$ cat src/rtl/buffer_pkg.sv
// Shared definitions for the buffer demux/mux pair.
// HDR_WIDTH    : number of header bits at the top of every word
// WORD_WIDTH   : reference word width used by hdr_dest()
// chan_t       : channel index type, CH0..CH3 channel constants
// hdr_dest()   : returns the destination channel carried in a word's header
package buffer_pkg;

  localparam int HDR_WIDTH  = 2;
  localparam int WORD_WIDTH = 40;

  typedef logic [HDR_WIDTH-1:0] chan_t;

  localparam chan_t CH0 = 2'd0;
  localparam chan_t CH1 = 2'd1;
  localparam chan_t CH2 = 2'd2;
  localparam chan_t CH3 = 2'd3;

  // Destination lives in the most significant HDR_WIDTH bits of the word.
  function automatic chan_t hdr_dest(input logic [WORD_WIDTH-1:0] word);
    return chan_t'(word[WORD_WIDTH-1 -: HDR_WIDTH]);
  endfunction

endpackage

$ cat src/rtl/demux_chan_fifo.sv
// Per-channel synchronous FIFO for buffer_demux.
// clk, rst_n : clock, asynchronous active-low reset
// flush      : synchronous clear of all entries (priority over push/pop)
// push       : write push_data at the tail (honoured when not full or popping)
// pop        : remove the head entry (ignored while empty)
// full/empty : occupancy flags
// head       : registered head entry; holds its last value once empty
module demux_chan_fifo #(
  parameter int DATA_WIDTH = 40,
  parameter int FIFO_DEPTH = 2
) (
  input  logic                  clk,
  input  logic                  rst_n,
  input  logic                  flush,
  input  logic                  push,
  input  logic [DATA_WIDTH-1:0] push_data,
  input  logic                  pop,
  output logic                  full,
  output logic                  empty,
  output logic [DATA_WIDTH-1:0] head
);

  localparam int AW = $clog2(FIFO_DEPTH);

  logic [AW:0]           wr_ptr_r;
  logic [AW:0]           rd_ptr_r;
  logic [AW:0]           wr_ptr_nxt_s;
  logic [AW:0]           rd_ptr_nxt_s;
  logic [DATA_WIDTH-1:0] mem_r [FIFO_DEPTH];
  logic [DATA_WIDTH-1:0] head_r;
  logic                  full_s;
  logic                  empty_s;
  logic                  push_s;
  logic                  pop_s;

  // Extra wrap bit distinguishes full (wrap differs) from empty (identical).
  assign empty_s = (wr_ptr_r == rd_ptr_r);
  assign full_s  = (wr_ptr_r[AW] != rd_ptr_r[AW]) &&
                   (wr_ptr_r[AW-1:0] == rd_ptr_r[AW-1:0]);

  assign pop_s  = pop && !empty_s;
  assign push_s = push && (!full_s || pop_s);

  // Next pointer values.
  always_comb begin
    wr_ptr_nxt_s = wr_ptr_r;
    rd_ptr_nxt_s = rd_ptr_r;
    if (push_s) begin
      wr_ptr_nxt_s = wr_ptr_r + {{AW{1'b0}}, 1'b1};
    end else begin
      wr_ptr_nxt_s = wr_ptr_r;
    end
    if (pop_s) begin
      rd_ptr_nxt_s = rd_ptr_r + {{AW{1'b0}}, 1'b1};
    end else begin
      rd_ptr_nxt_s = rd_ptr_r;
    end
  end

  // Pointer, storage and registered-head update.
  always_ff @(posedge clk or negedge rst_n) begin
    if (!rst_n) begin
      wr_ptr_r <= '0;
      rd_ptr_r <= '0;
      head_r   <= '0;
      for (int i = 0; i < FIFO_DEPTH; i++) begin
        mem_r[i] <= '0;
      end
    end else if (flush) begin
      wr_ptr_r <= '0;
      rd_ptr_r <= '0;
    end else begin
      wr_ptr_r <= wr_ptr_nxt_s;
      rd_ptr_r <= rd_ptr_nxt_s;
      if (push_s) begin
        mem_r[wr_ptr_r[AW-1:0]] <= push_data;
      end
      // Present the next head; when the new head is the word being written
      // this cycle, take it straight from push_data. Hold when going empty.
      if (wr_ptr_nxt_s != rd_ptr_nxt_s) begin
        if (push_s && (rd_ptr_nxt_s[AW-1:0] == wr_ptr_r[AW-1:0])) begin
          head_r <= push_data;
        end else begin
          head_r <= mem_r[rd_ptr_nxt_s[AW-1:0]];
        end
      end
    end
  end

  assign full  = full_s;
  assign empty = empty_s;
  assign head  = head_r;

endmodule

$ cat src/rtl/buffer_demux.sv
// Routes a stream of headered words to four per-channel output FIFOs.
// clk, rst_n          : clock, asynchronous active-low reset
// in_data/valid/ready : input stream; destination in the top two bits
// flush               : synchronous clear of all channels and counters
// out_dataN/validN/readyN : per-channel drain handshake (N = 0..3)
// fwd_cntN            : words accepted into channel N since reset or flush
// All-zero words are idle filler: accepted and dropped.
module buffer_demux
  import buffer_pkg::*;
#(
  parameter int DATA_WIDTH = 40,
  parameter int FIFO_DEPTH = 2,
  parameter int CNT_WIDTH  = 16
) (
  input  logic                  clk,
  input  logic                  rst_n,
  input  logic [DATA_WIDTH-1:0] in_data,
  input  logic                  in_valid,
  output logic                  in_ready,
  input  logic                  flush,
  output logic [DATA_WIDTH-1:0] out_data0,
  output logic [DATA_WIDTH-1:0] out_data1,
  output logic [DATA_WIDTH-1:0] out_data2,
  output logic [DATA_WIDTH-1:0] out_data3,
  output logic                  out_valid0,
  output logic                  out_valid1,
  output logic                  out_valid2,
  output logic                  out_valid3,
  input  logic                  out_ready0,
  input  logic                  out_ready1,
  input  logic                  out_ready2,
  input  logic                  out_ready3,
  output logic [CNT_WIDTH-1:0]  fwd_cnt0,
  output logic [CNT_WIDTH-1:0]  fwd_cnt1,
  output logic [CNT_WIDTH-1:0]  fwd_cnt2,
  output logic [CNT_WIDTH-1:0]  fwd_cnt3
);

  logic [WORD_WIDTH-1:0] hdr_word_s;
  chan_t                 dest_s;
  logic                  is_zero_s;
  logic                  in_ready_s;
  logic [3:0]            full_s;
  logic [3:0]            empty_s;
  logic [3:0]            out_ready_s;
  logic [3:0]            pop_s;
  logic [3:0]            push_s;
  logic [DATA_WIDTH-1:0] head_s [4];
  logic [CNT_WIDTH-1:0]  cnt_r  [4];

  // Re-align the header to the reference word layout so hdr_dest() applies
  // whatever DATA_WIDTH is.
  assign hdr_word_s = {in_data[DATA_WIDTH-1 -: HDR_WIDTH],
                       {(WORD_WIDTH-HDR_WIDTH){1'b0}}};
  assign dest_s     = hdr_dest(hdr_word_s);
  assign is_zero_s  = (in_data == '0);

  assign out_ready_s = {out_ready3, out_ready2, out_ready1, out_ready0};
  assign pop_s       = ~empty_s & out_ready_s;

  // Input acceptance: filler always taken, otherwise the destination needs
  // a free slot or a same-cycle pop. Independent of in_valid.
  always_comb begin
    in_ready_s = 1'b0;
    if (flush) begin
      in_ready_s = 1'b0;
    end else if (is_zero_s) begin
      in_ready_s = 1'b1;
    end else begin
      in_ready_s = !full_s[dest_s] || pop_s[dest_s];
    end
  end

  // One-hot push toward the destination channel for accepted non-zero words.
  always_comb begin
    push_s = 4'b0000;
    if (in_valid && in_ready_s && !is_zero_s) begin
      push_s[dest_s] = 1'b1;
    end else begin
      push_s = 4'b0000;
    end
  end

  genvar g;
  generate
    for (g = 0; g < 4; g++) begin : g_chan
      demux_chan_fifo #(
        .DATA_WIDTH (DATA_WIDTH),
        .FIFO_DEPTH (FIFO_DEPTH)
      ) u_fifo (
        .clk       (clk),
        .rst_n     (rst_n),
        .flush     (flush),
        .push      (push_s[g]),
        .push_data (in_data),
        .pop       (pop_s[g]),
        .full      (full_s[g]),
        .empty     (empty_s[g]),
        .head      (head_s[g])
      );
    end
  endgenerate

  // Forwarded-word counters; wrap modulo 2^CNT_WIDTH, cleared by flush.
  always_ff @(posedge clk or negedge rst_n) begin
    if (!rst_n) begin
      for (int i = 0; i < 4; i++) begin
        cnt_r[i] <= '0;
      end
    end else if (flush) begin
      for (int i = 0; i < 4; i++) begin
        cnt_r[i] <= '0;
      end
    end else begin
      for (int i = 0; i < 4; i++) begin
        if (push_s[i]) begin
          cnt_r[i] <= cnt_r[i] + CNT_WIDTH'(1);
        end
      end
    end
  end

  assign in_ready   = in_ready_s;
  assign out_data0  = head_s[0];
  assign out_data1  = head_s[1];
  assign out_data2  = head_s[2];
  assign out_data3  = head_s[3];
  assign out_valid0 = !empty_s[0];
  assign out_valid1 = !empty_s[1];
  assign out_valid2 = !empty_s[2];
  assign out_valid3 = !empty_s[3];
  assign fwd_cnt0   = cnt_r[0];
  assign fwd_cnt1   = cnt_r[1];
  assign fwd_cnt2   = cnt_r[2];
  assign fwd_cnt3   = cnt_r[3];

endmodule

$ cat config.mk
export PLATFORM = sky130hd
export DESIGN_NAME = buffer_demux
export DESIGN_NICKNAME = d
export VERILOG_FILES = /design/src/rtl/buffer_pkg.sv /design/src/rtl/demux_chan_fifo.sv /design/src/rtl/buffer_demux.sv
export SDC_FILE = /design/constraint.sdc
export NUM_CORES = 1
export LEC_CHECK = 0
export CAP_MARGIN = 40
export CORE_MARGIN = 4
export CORE_UTILIZATION = 35
export CTS_BUF_LIST = sky130_fd_sc_hd__clkbuf_16
export CTS_CLUSTER_SIZE = 40
export DETAILED_ROUTE_END_ITERATION = 10
export PLACE_DENSITY = 0.61
export SLEW_MARGIN = 20
export SYNTH_ARGS = -nofsm -noshare
export SYNTH_HDL_FRONTEND = slang
export SYNTH_SLANG_ARGS = --single-unit
$ cat constraint.sdc
create_clock -name clk -period 2.9 [get_ports clk]
set_clock_uncertainty 0.15 [all_clocks]
set_input_delay 0.58 -clock clk [delete_from_list [all_inputs] [get_ports clk]]
set_output_delay 0.58 -clock clk [all_outputs]
set_load 0.005 [all_outputs]
==> results of run 1 <==
[worst register-to-register path, stage by stage (launching register included)]
cell and delay, ns:
dfrtp_1 0.47, xor2_1 0.48, nor2_1 0.16, a22o_1 0.27, a221oi_1 0.27, o21a_2 0.26, buf_12 0.21, mux2_2 0.40
[power by group through the flow]
stage	sequential, mW	clock [mW]	combinational (mW)
after floorplan	10.5	0	2.42
after global placement	10.8	0	5.82
after detailed placement	10.8	0	5.93
after CTS	10.7	8.68	5.99
after global routing	10.9	9.01	6.41
final	10.7	8.44	5.90
[metal layers]
metal	up-vias	global-route usage	part of all wire
met5	-	0	0
met4	0	0.0560	0.022
met3	83	0.0434	0.056
met2	361	0.303	0.48
met1	8870	0.243	0.44
li1	8006	-	-
[registers in the layout, summed over array words and instances, names as in the netlist]
| name | cells |
|---|---|
| fwd_cnt1 | 16 |
| g_chan.u_fifo.wr_ptr_r | 8 |
| fwd_cnt0 | 16 |
| g_chan.u_fifo.head | 160 |
| fwd_cnt3 | 16 |
| fwd_cnt2 | 16 |
| g_chan.u_fifo.mem_r | 320 |
| g_chan.u_fifo.rd_ptr_r | 8 |
[cell families after synthesis]
family / after synthesis
muxes: 665
DFF: 560
and+or+nand+nor: 381
AOI/OAI and AO/OA: 199
buffers and inverters: 176
xor gates and xnor gates: 62
adders and majority gates: 4
[synthesized netlist by cell type (7+ instances only)]
master    instances  area share
or3_1            18      0.0044
nor2_1          116       0.017
inv_1            15      0.0022
mux2_2          531        0.23
nand3_1          23      0.0045
dfrtp_1         560        0.55
nor2b_1           9      0.0022
nand4_1          20      0.0049
and3_1            9      0.0022
nand2_1         121       0.018
buf_2            64       0.012
mux2_1           10      0.0044
o21ai_0          97       0.019
and2_1            7      0.0017
xor2_1           31       0.011
clkbuf_1         79       0.012
xnor2_1          30       0.010
nor3_1           17      0.0033
a21oi_1          71       0.014
nor4_1           15      0.0037
mux2i_1         124       0.048
nand2b_1         11      0.0027
buf_1             9      0.0013
[through the flow]
step                      cell area (µm²)  cells  TNS (ns)  hold WS, ns
after CTS                           33500   3437   -0.0241        0.310
after detailed placement            31100   3306   -155.31        0.298
after global routing                33700   3445     -2.48        0.242
after floorplan                     25700   2047         0        0.134
after global placement              31000   3305   -143.15        0.294
final                               33700   3445   -0.0188        0.259
[layout make-up]
cell class / instances / area (µm²) / share of cell area
flip-flops and latches: 560 / 14000 / 0.416
multi-input cells: 1311 / 11200 / 0.332
repair buffers: 481 / 5010 / 0.149
clock buffers: 69 / 1730 / 0.0513
well taps: 959 / 1200 / 0.0356
clock inverters: 49 / 467 / 0.0139
inverters: 15 / 56.3 / 0.00167
diodes: 1 / 2.50 / 0.0000743
[path summary, 6_finish.rpt]
path                                                   start                    endpoint  slack (ns)  depth (start not counted)
worst max register to register  g_chan[1].u_fifo.wr_ptr_r[1]   g_chan[1].u_fifo.head[38]        0.13                          7
max in group asynchronous                              rst_n   g_chan[0].u_fifo.head[33]        1.20                          3
worst min register to register    g_chan[2].u_fifo.mem_r[39]  g_chan[2].u_fifo.mem_r[39]        0.31                          1
min in group asynchronous                              rst_n                fwd_cnt0[12]        0.39                          2
worst max-delay path                             in_data[38]    g_chan[0].u_fifo.head[3]      -0.007                         13
worst min-delay path                             in_data[11]  g_chan[0].u_fifo.mem_r[11]        0.26                          3
[timing repair]
item | CTS | global route
buffers inserted | 9 | 6
gates resized for setup | 62 | 38
setup endpoints to repair | 120 | 143
cloned | 3 | 1
hold buffers | 1 | 0
hold endpoints to repair | 49 | 0
pin swaps | 12 | 14
==> run_results.csv, run 1 <==
group,metric,value,unit
status,status,"finished with violations",
status,failed_checks,"negative setup slack",
clock_tree,clock_sink_count,560,
pwr,p_leak,15.6,nW
synth,synthMuxAreaShare,0.286,
route,drc,0,
die,rows,99,
synth,syn_area,25700,µm²
synth,synth-simple-area-share,0.0693,
synth,ys_types,61,
synth,synth_nets,2099,
synth,yosysSeqAreaShare,0.546,
setup_path,critPathKind,"in2reg",
synth,synth_top_family_by_area,"multiplexers",
route,post_drt_wl_per_cell,21.0,µm
sta,relSlewSlack,0.601,
setup_path,critical_path_arrival,3.23,ns
pwr,seq_power_share,0.427,
setup_path,critical_path.max_stage_delay,0.40,ns
pwr,power,25.0,mW
pwr,power_frac_clock,0.337,
clock_tree,cts_tree,"yes",
synth,ys_warn_count,0,
pwr,powerDensity,744,nW/µm²
setup_path,critical_path_buf_inv_count,7,
finish,fin_util,0.462,
die,die_width,279,µm
route,drt-total-wl,72.3,mm
global_routing,grt_use_total,0.184,
global_routing,grt_pass1_vias,18387,
sta,worst_pin_slew,0.594,ns
sta,finalCritPeriodShare,1.00,
route,vias,17320,
global_routing,antenna_found_initial,1,
sta,setup_violations,3,
synth,synth_compound_gate_area_share,0.0447,
pwr,combPwrFrac,0.236,
setup_path,crit_path_start_kind,"input pin",
pwr,irDropWorstVdd,500,µV
route,drt-pass1-iter-count,4,
clock_tree,cts_buffers,66,
setup_path,end_kind,"flop",
die,dieHeight,279,µm
sta,slew_violations,0,
setup_path,crit_family,"buffers and inverters",
job,drv_cap,0,
pwr,intPower,18.5,mW
finish,drive_gt1_frac,0.361,
pwr,swShare,0.262,
finish,fill_cells,6492,
setup_path,path_common_cell,"buf_4",
global_routing,grt.overflow.total,0,
clock_tree,root_buffer,"clkbuf_16",
clock_tree,cts_buffer_depth,3,
synth,yosys_register_bits,560,
finish,syn_to_final_growth,31.2,%
synth,synth-xor-area-share,0.0215,
finish,layout_common_cells,"dfrtp_1, mux2_2, clkdlybuf4s50_1, buf_4, mux2i_1",
setup_path,worstPathCellList,"clkdlybuf4s50_1, buf_4, buf_4, nor4b_2, o31a_2, o31ai_4, buf_6, buf_4, nor2_4, buf_4, buf_12, mux2_2, mux2_4",
finish,layout_commonest_cell,"dfrtp_1",
clock_tree,clock_latency,0.60,ns
clock_tree,path_clk_slew,0.06,ns
place,hpwl,49.7,mm
sta,rsz0062_at_grt,"yes",
global_routing,grt_first_pass_wirelength,112,mm
die,core_area,72800,µm²
pwr,netSwitchingPower,6.56,mW
setup_path,critPathSlowestCell,"clkdlybuf4s50_1",
route,first_iter_violations,807,
place,routabilityCongestion,0.823,
route,via_per_inst,5.03,
clock_tree,cts_max_level,3,
die,die-area,77700,µm²
sta,fin_crit,2.91,ns
place,portBuffers,276,
place,dp_slack,-1.02,ns
synth,async_flop_share,1.00,
synth,synth_edf_count,0,
route,ant_nets,0,
setup_path,worstPathMaxFanout,16,
synth,syn_inst,2047,
global_routing,grt_max_degree,78,
die,start_util,0.352,
sta,hold_violations,0,
setup_path,worstPathRequired,3.22,ns
hold_path,hold_path_class,"in2reg",
synth,synth-adder-area-share,0.00195,
synth,syn_avg_cell_area,12.5,µm²
sta,max_freq,344,MHz
finish,nets,2487,
synth,synth_top_flop_cell,"dfrtp_1",
sta,fin_ws,-0.00723,ns
die,pin_count,277,
Power figures use the tool's default switching activity.
==> inputs of run 2 (changes only) <==
--- a/config.mk
+++ b/config.mk
@@ -6,12 +6,13 @@
 export NUM_CORES = 1
 export LEC_CHECK = 0
 export CAP_MARGIN = 40
+export CORE_ASPECT_RATIO = 1.5
 export CORE_MARGIN = 4
-export CORE_UTILIZATION = 35
+export CORE_UTILIZATION = 47
 export CTS_BUF_LIST = sky130_fd_sc_hd__clkbuf_16
 export CTS_CLUSTER_SIZE = 40
 export DETAILED_ROUTE_END_ITERATION = 10
-export PLACE_DENSITY = 0.61
+export PLACE_DENSITY = 0.75
 export SLEW_MARGIN = 20
 export SYNTH_ARGS = -nofsm -noshare
 export SYNTH_HDL_FRONTEND = slang
==> run 2 against run 1 <==
The run now ends clean. Global-route usage grew 5.2 points. Register-to-register slack improved by 0.04 ns. Sequential share of layout area up 0.77 points. Non-clock buffer count is 14 higher. Total power decreased by 6.2%. Worst hold slack improved by 0.0066 ns. Sequential power barely moved. Cell area fell by 1.8%. Largest cell class unchanged. Core utilization is 15 points higher. Maximum frequency is 0.58% higher. Routed wire length fell by 4.4%. Count of clock-buffer cells in the layout shrank 16.
==> run_results.csv, run 2 (same netlist as run 1, synthesis figures left out) <==
group,metric,value,unit
status,status,"completed",
sta,finalCritPeriodShare,0.997,
sta,fin_ws,0.00951,ns
place,dp_slack,-0.827,ns
global_routing,grt_max_degree,83,
place,routabilityCongestion,0.849,
clock_tree,clock_latency,0.59,ns
place,portBuffers,276,
job,drv_cap,0,
clock_tree,cts_buffer_depth,3,
route,vias,17605,
clock_tree,cts_buffers,52,
die,core_area,53900,µm²
place,dpl-instance-area,30800,µm²
pwr,powerDensity,711,nW/µm²
sta,hold_violations,0,
pwr,p_leak,15.6,nW
sta,relSlewSlack,0.394,
finish,syn_to_final_growth,28.8,%
clock_tree,path_clk_slew,0.06,ns
route,drt-pass1-iter-count,4,
clock_tree,clock_sink_count,560,
global_routing,antenna_found_initial,2,
global_routing,grt_pass1_vias,18990,
finish,fill_cells,4105,
setup_path,crit_path_start_kind,"input pin",
die,die-area,58500,µm²
finish,top_register,"g_chan.u_fifo.mem_r",
route,ant_nets,0,
route,drc,0,
clock_tree,cts_max_level,2,
sta,fin_crit,2.89,ns
die,die_width,199,µm
die,dieHeight,294,µm
die,rows,104,
setup_path,worstPathMaxFanout,5,
pwr,irDropWorstVdd,661,µV
sta,rsz0062_at_grt,"yes",
clock_tree,cts_tree,"yes",
global_routing,grt_first_pass_wirelength,108,mm
finish,layout_commonest_cell,"dfrtp_1",
setup_path,end_kind,"flop",
sta,timing.hold.ws,0.266,ns
sta,worst_pin_slew,0.895,ns
sta,setup_violations,0,
route,first_iter_violations,757,
route,via_per_inst,5.56,
route,post_drt_wl_per_cell,21.8,µm
sta,max_freq,346,MHz
global_routing,grt_use_total,0.236,
setup_path,worstPathRequired,3.22,ns
die,start_util,0.476,
setup_path,critPathKind,"in2reg",
route,drt-total-wl,69.2,mm
finish,finalInstanceArea,33100,µm²
clock_tree,root_buffer,"clkbuf_16",
finish,largest_reg_flops,320,
hold_path,hold_path_class,"in2reg",
die,pin_count,277,
global_routing,grt.overflow.total,0,
place,hpwl,47.1,mm
setup_path,critical_path_arrival,3.21,ns
finish,layout_common_cells,"dfrtp_1, mux2_2, clkdlybuf4s50_1, buf_4, mux2i_1",
sta,slew_violations,0,
finish,drive_gt1_frac,0.363,
pwr,power,23.5,mW
finish,nets,2487,
run 2: cell count changes in the layout (fill, tap and decap cells not counted), moves of 10 or more:
cell / delta
mux2_4: +10
dlymetal6s2s_1: +14
clkbuf_16: -17
dlygate4sd2_1: -12
buf_4: +12
run 2: final cells by class:
class                   count  area (µm²)  area share
flip-flops and latches    560       14000       0.424
multi-input cells        1311       11200       0.340
repair buffers            495        5210       0.158
clock buffers              53        1330      0.0401
well taps                 689         862      0.0261
clock inverters            40         342      0.0103
inverters                  15        56.3     0.00170
diodes                      3        7.51    0.000227
run 2: worst max-delay path: stages:
cell      delay [ns]
buf_6           0.10
nor4_4          0.29
buf_4           0.18
nand4_1         0.18
buf_6           0.19
buf_6           0.11
o31ai_4         0.37
mux2i_2         0.33
o211ai_4        0.13
buf_12          0.17
buf_12          0.13
buf_16          0.14
mux2_4          0.29
run 2: stage by stage:
stage	cells	util	setup TNS (ns)
after CTS	3164	0.611	-0.0253
after global placement	3047	0.572	-135.23
after floorplan	2047	-	0
after global routing	3165	0.614	-0.149
final	3166	0.614	0
after detailed placement	3047	0.572	-152.98
run 2: worst paths after layout:
path                       depth (start not counted)                         start                          to  slack [ns]
setup / recovery                                  13                   in_data[35]   g_chan[0].u_fifo.head[20]        0.01
hold / removal                                     2                   in_data[36]  g_chan[3].u_fifo.mem_r[76]        0.27
min in group asynchronous                          2                         rst_n  g_chan[1].u_fifo.mem_r[35]        0.36
max in group asynchronous                          3                         rst_n  g_chan[1].u_fifo.mem_r[56]        1.36
setup reg to reg                                   7  g_chan[0].u_fifo.wr_ptr_r[1]   g_chan[0].u_fifo.head[33]        0.17
hold reg to reg                                    1    g_chan[1].u_fifo.mem_r[78]  g_chan[1].u_fifo.mem_r[78]        0.32
run 2: what timing repair did:
action | CTS | global route
hold endpoints to repair | 34 | 0
hold buffers | 1 | 0
pin swaps | 12 | 14
buffers inserted | 20 | 2
gates cloned | 4 | 0
setup endpoints to repair | 74 | 163
resized for setup | 81 | 70
run 2: power by group:
group / switching (mW) / internal [mW]
Combinational: 2.10 / 3.83
Clock: 2.96 / 3.84
Sequential: 1.18 / 9.58
Total: 6.25 / 17.3
run 2: per-layer routing:
layer,global-route usage,share of wire
met1,0.295,0.40
met2,0.409,0.51
met3,0.0379,0.051
met4,0.0950,0.042
met5,0,0
==> inputs of run 3 (changes only) <==
--- a/config.mk
+++ b/config.mk
@@ -7,7 +7,7 @@
 export LEC_CHECK = 0
 export CAP_MARGIN = 40
 export CORE_ASPECT_RATIO = 1.5
-export CORE_MARGIN = 4
+export CORE_MARGIN = 8
 export CORE_UTILIZATION = 47
 export CTS_BUF_LIST = sky130_fd_sc_hd__clkbuf_16
 export CTS_CLUSTER_SIZE = 40
==> run 3 against run 2 <==
Register-to-register slack hardly changed. Sequential power hardly changed. Combinational power decreased by 0.7%. Cell area hardly changed. Core utilization shrank 0.61 points. Global-route usage fell by 1.3 points. Non-clock buffer count is 6 lower. Sequential share of layout area is essentially flat. Flip-flop and latch count did not move. Clock power decreased by 1%. Total power shrank 0.28%.
==> run_results.csv, run 3 (same netlist as run 1, synthesis figures left out) <==
group,metric,value,unit
status,status,"completed",
route,post_drt_wl_per_cell,22.5,µm
global_routing,grt_max_degree,73,
die,rows,105,
die,pin_count,277,
finish,drive_gt1_frac,0.353,
place,portBuffers,276,
setup_path,worstPathRequired,2.17,ns
clock_tree,clock_sink_count,560,
finish,syn_to_final_growth,28.8,%
clock_tree,clock_latency,0.59,ns
clock_tree,cts_buffers,52,
route,drc,0,
sta,worst_pin_slew,0.681,ns
clock_tree,cts_max_level,2,
setup_path,end_kind,"output port",
route,vias,17681,
global_routing,antenna_found_initial,4,
die,die-area,62500,µm²
route,drt-pass1-iter-count,5,
pwr,p_leak,15.5,nW
setup_path,critical_path_arrival,2.14,ns
clock_tree,path_clk_slew,0.06,ns
die,die_width,207,µm
finish,top_register,"g_chan.u_fifo.mem_r",
setup_path,critical_path.max_stage_delay,0.28,ns
global_routing,grt.overflow.total,0,
sta,setup_violations,0,
sta,finalCritPeriodShare,0.990,
clock_tree,root_buffer,"clkbuf_16",
finish,layout_commonest_cell,"dfrtp_1",
setup_path,r2r_slack,0.16,ns
sta,fin_crit,2.87,ns
finish,largest_reg_flops,320,
sta,max_freq,348,MHz
clock_tree,cts_buffer_depth,3,
route,via_per_inst,5.58,
global_routing,grt_use_total,0.223,
pwr,powerDensity,709,nW/µm²
global_routing,grt_pass1_vias,18852,
sta,fin_ws,0.0280,ns
finish,fin_util,0.608,
route,drt-total-wl,71.4,mm
setup_path,worstPathMaxFanout,2,
setup_path,crit_family,"buffers and inverters",
setup_path,critPathKind,"in2out",
sta,hold_violations,0,
setup_path,critical_path_buf_inv_count,4,
place,dp_slack,-0.688,ns
die,dieHeight,302,µm
setup_path,critPathSlowestCell,"dlygate4sd2_1",
hold_path,hold_path_class,"in2reg",
die,core_area,54400,µm²
finish,layout_common_cells,"dfrtp_1, mux2_2, clkdlybuf4s50_1, buf_4, mux2i_1",
job,drv_cap,0,
place,hpwl,48.9,mm
die,start_util,0.472,
global_routing,grt_first_pass_wirelength,108,mm
setup_path,path_common_cell,"buf_4",
setup_path,crit_path_start_kind,"input pin",
sta,slew_violations,0,
pwr,irDropWorstVdd,524,µV
setup_path,worstPathCellList,"dlygate4sd2_1, nor4_2, buf_4, nand4_1, buf_4, nor3_2, a211oi_1, nor2_1, buf_2",
sta,relSlewSlack,0.546,
finish,nets,2481,
route,first_iter_violations,937,
clock_tree,cts_tree,"yes",
route,ant_nets,0,
place,routabilityCongestion,0.874,
run 3: cell types whose count changed in the layout (fill, tap and decap cells not counted), moves of 3 or more:
cell and change:
inv_1 +6, buf_4 -7, mux2_4 -4, buf_6 -5
buf_2 -3, clkbuf_2 -5, clkbuf_16 +5, mux2_1 +4
dlygate4sd2_1 +5, clkinv_2 -4, nor4_2 +3, clkdlybuf4s50_1 +5
run 3: stage by stage:
stage	setup TNS (ns)	instances	total power [mW]	hold slack [ns]	instance area, µm²
2_1_floorplan	0	2047	13.0	0.134	25700
3_3_place_gp	-139.06	3053	16.6	0.295	30800
3_5_place_dp	-158.08	3053	16.8	0.302	30800
4_1_cts	-0.0265	3158	23.6	0.199	32700
5_1_grt	-0.714	3167	24.5	0.283	33000
6_report	0	3168	23.4	0.258	33100
run 3: power by group:
group	internal (mW)	leakage, nW	switching, mW
clock network	3.72	0.858	2.98
registers	9.58	7.21	1.25
logic	3.83	7.47	2.07
total	17.1	15.5	6.30
run 3: timing repair:
item	4_1_cts	5_1_grt
hold buffers	1	0
pin swaps	15	16
resized for setup	39	56
setup buffers	6	5
cloned	2	4
endpoints found under the setup margin	91	141
endpoints found under the hold margin	53	0
run 3: routing by layer:
layer | GRT usage | up-vias | wire (µm)
li1 | - | 7941 | -
met1 | 0.266 | 9159 | 28400
met2 | 0.396 | 437 | 36800
met3 | 0.0334 | 138 | 3340
met4 | 0.0948 | 6 | 2880
met5 | 0 | - | 41
run 3: path summary, 6_finish.rpt:
check,start,endpoint,cells after the start
setup / recovery,in_data[1],in_ready,9
hold / removal,flush,g_chan[1].u_fifo.rd_ptr_r[0],3
setup reg to reg,g_chan[0].u_fifo.wr_ptr_r[1],g_chan[0].u_fifo.head[23],7
hold reg to reg,g_chan[2].u_fifo.mem_r[39],g_chan[2].u_fifo.mem_r[39],1
max in group asynchronous,rst_n,g_chan[2].u_fifo.rd_ptr_r[0],3
min in group asynchronous,rst_n,g_chan[1].u_fifo.mem_r[36],2
run 3: final cells by class:
class	instances	area, µm²
flip-flops and latches	560	14000
well taps	695	870
repair buffers	489	5240
diodes	1	2.50
inverters	15	56.3
clock buffers	54	1350
multi-input cells	1311	11200
clock inverters	43	307
fillers	4235	21300
run 3: worst reg2reg max path, stage by stage (launching register included):
cell and delay [ns]:
dfrtp_1 0.51, xor2_1 0.35, nand2_1 0.16, a31oi_4 0.30, buf_12 0.24, mux2_2 0.38
mux2_1 0.29, mux2_2 0.26
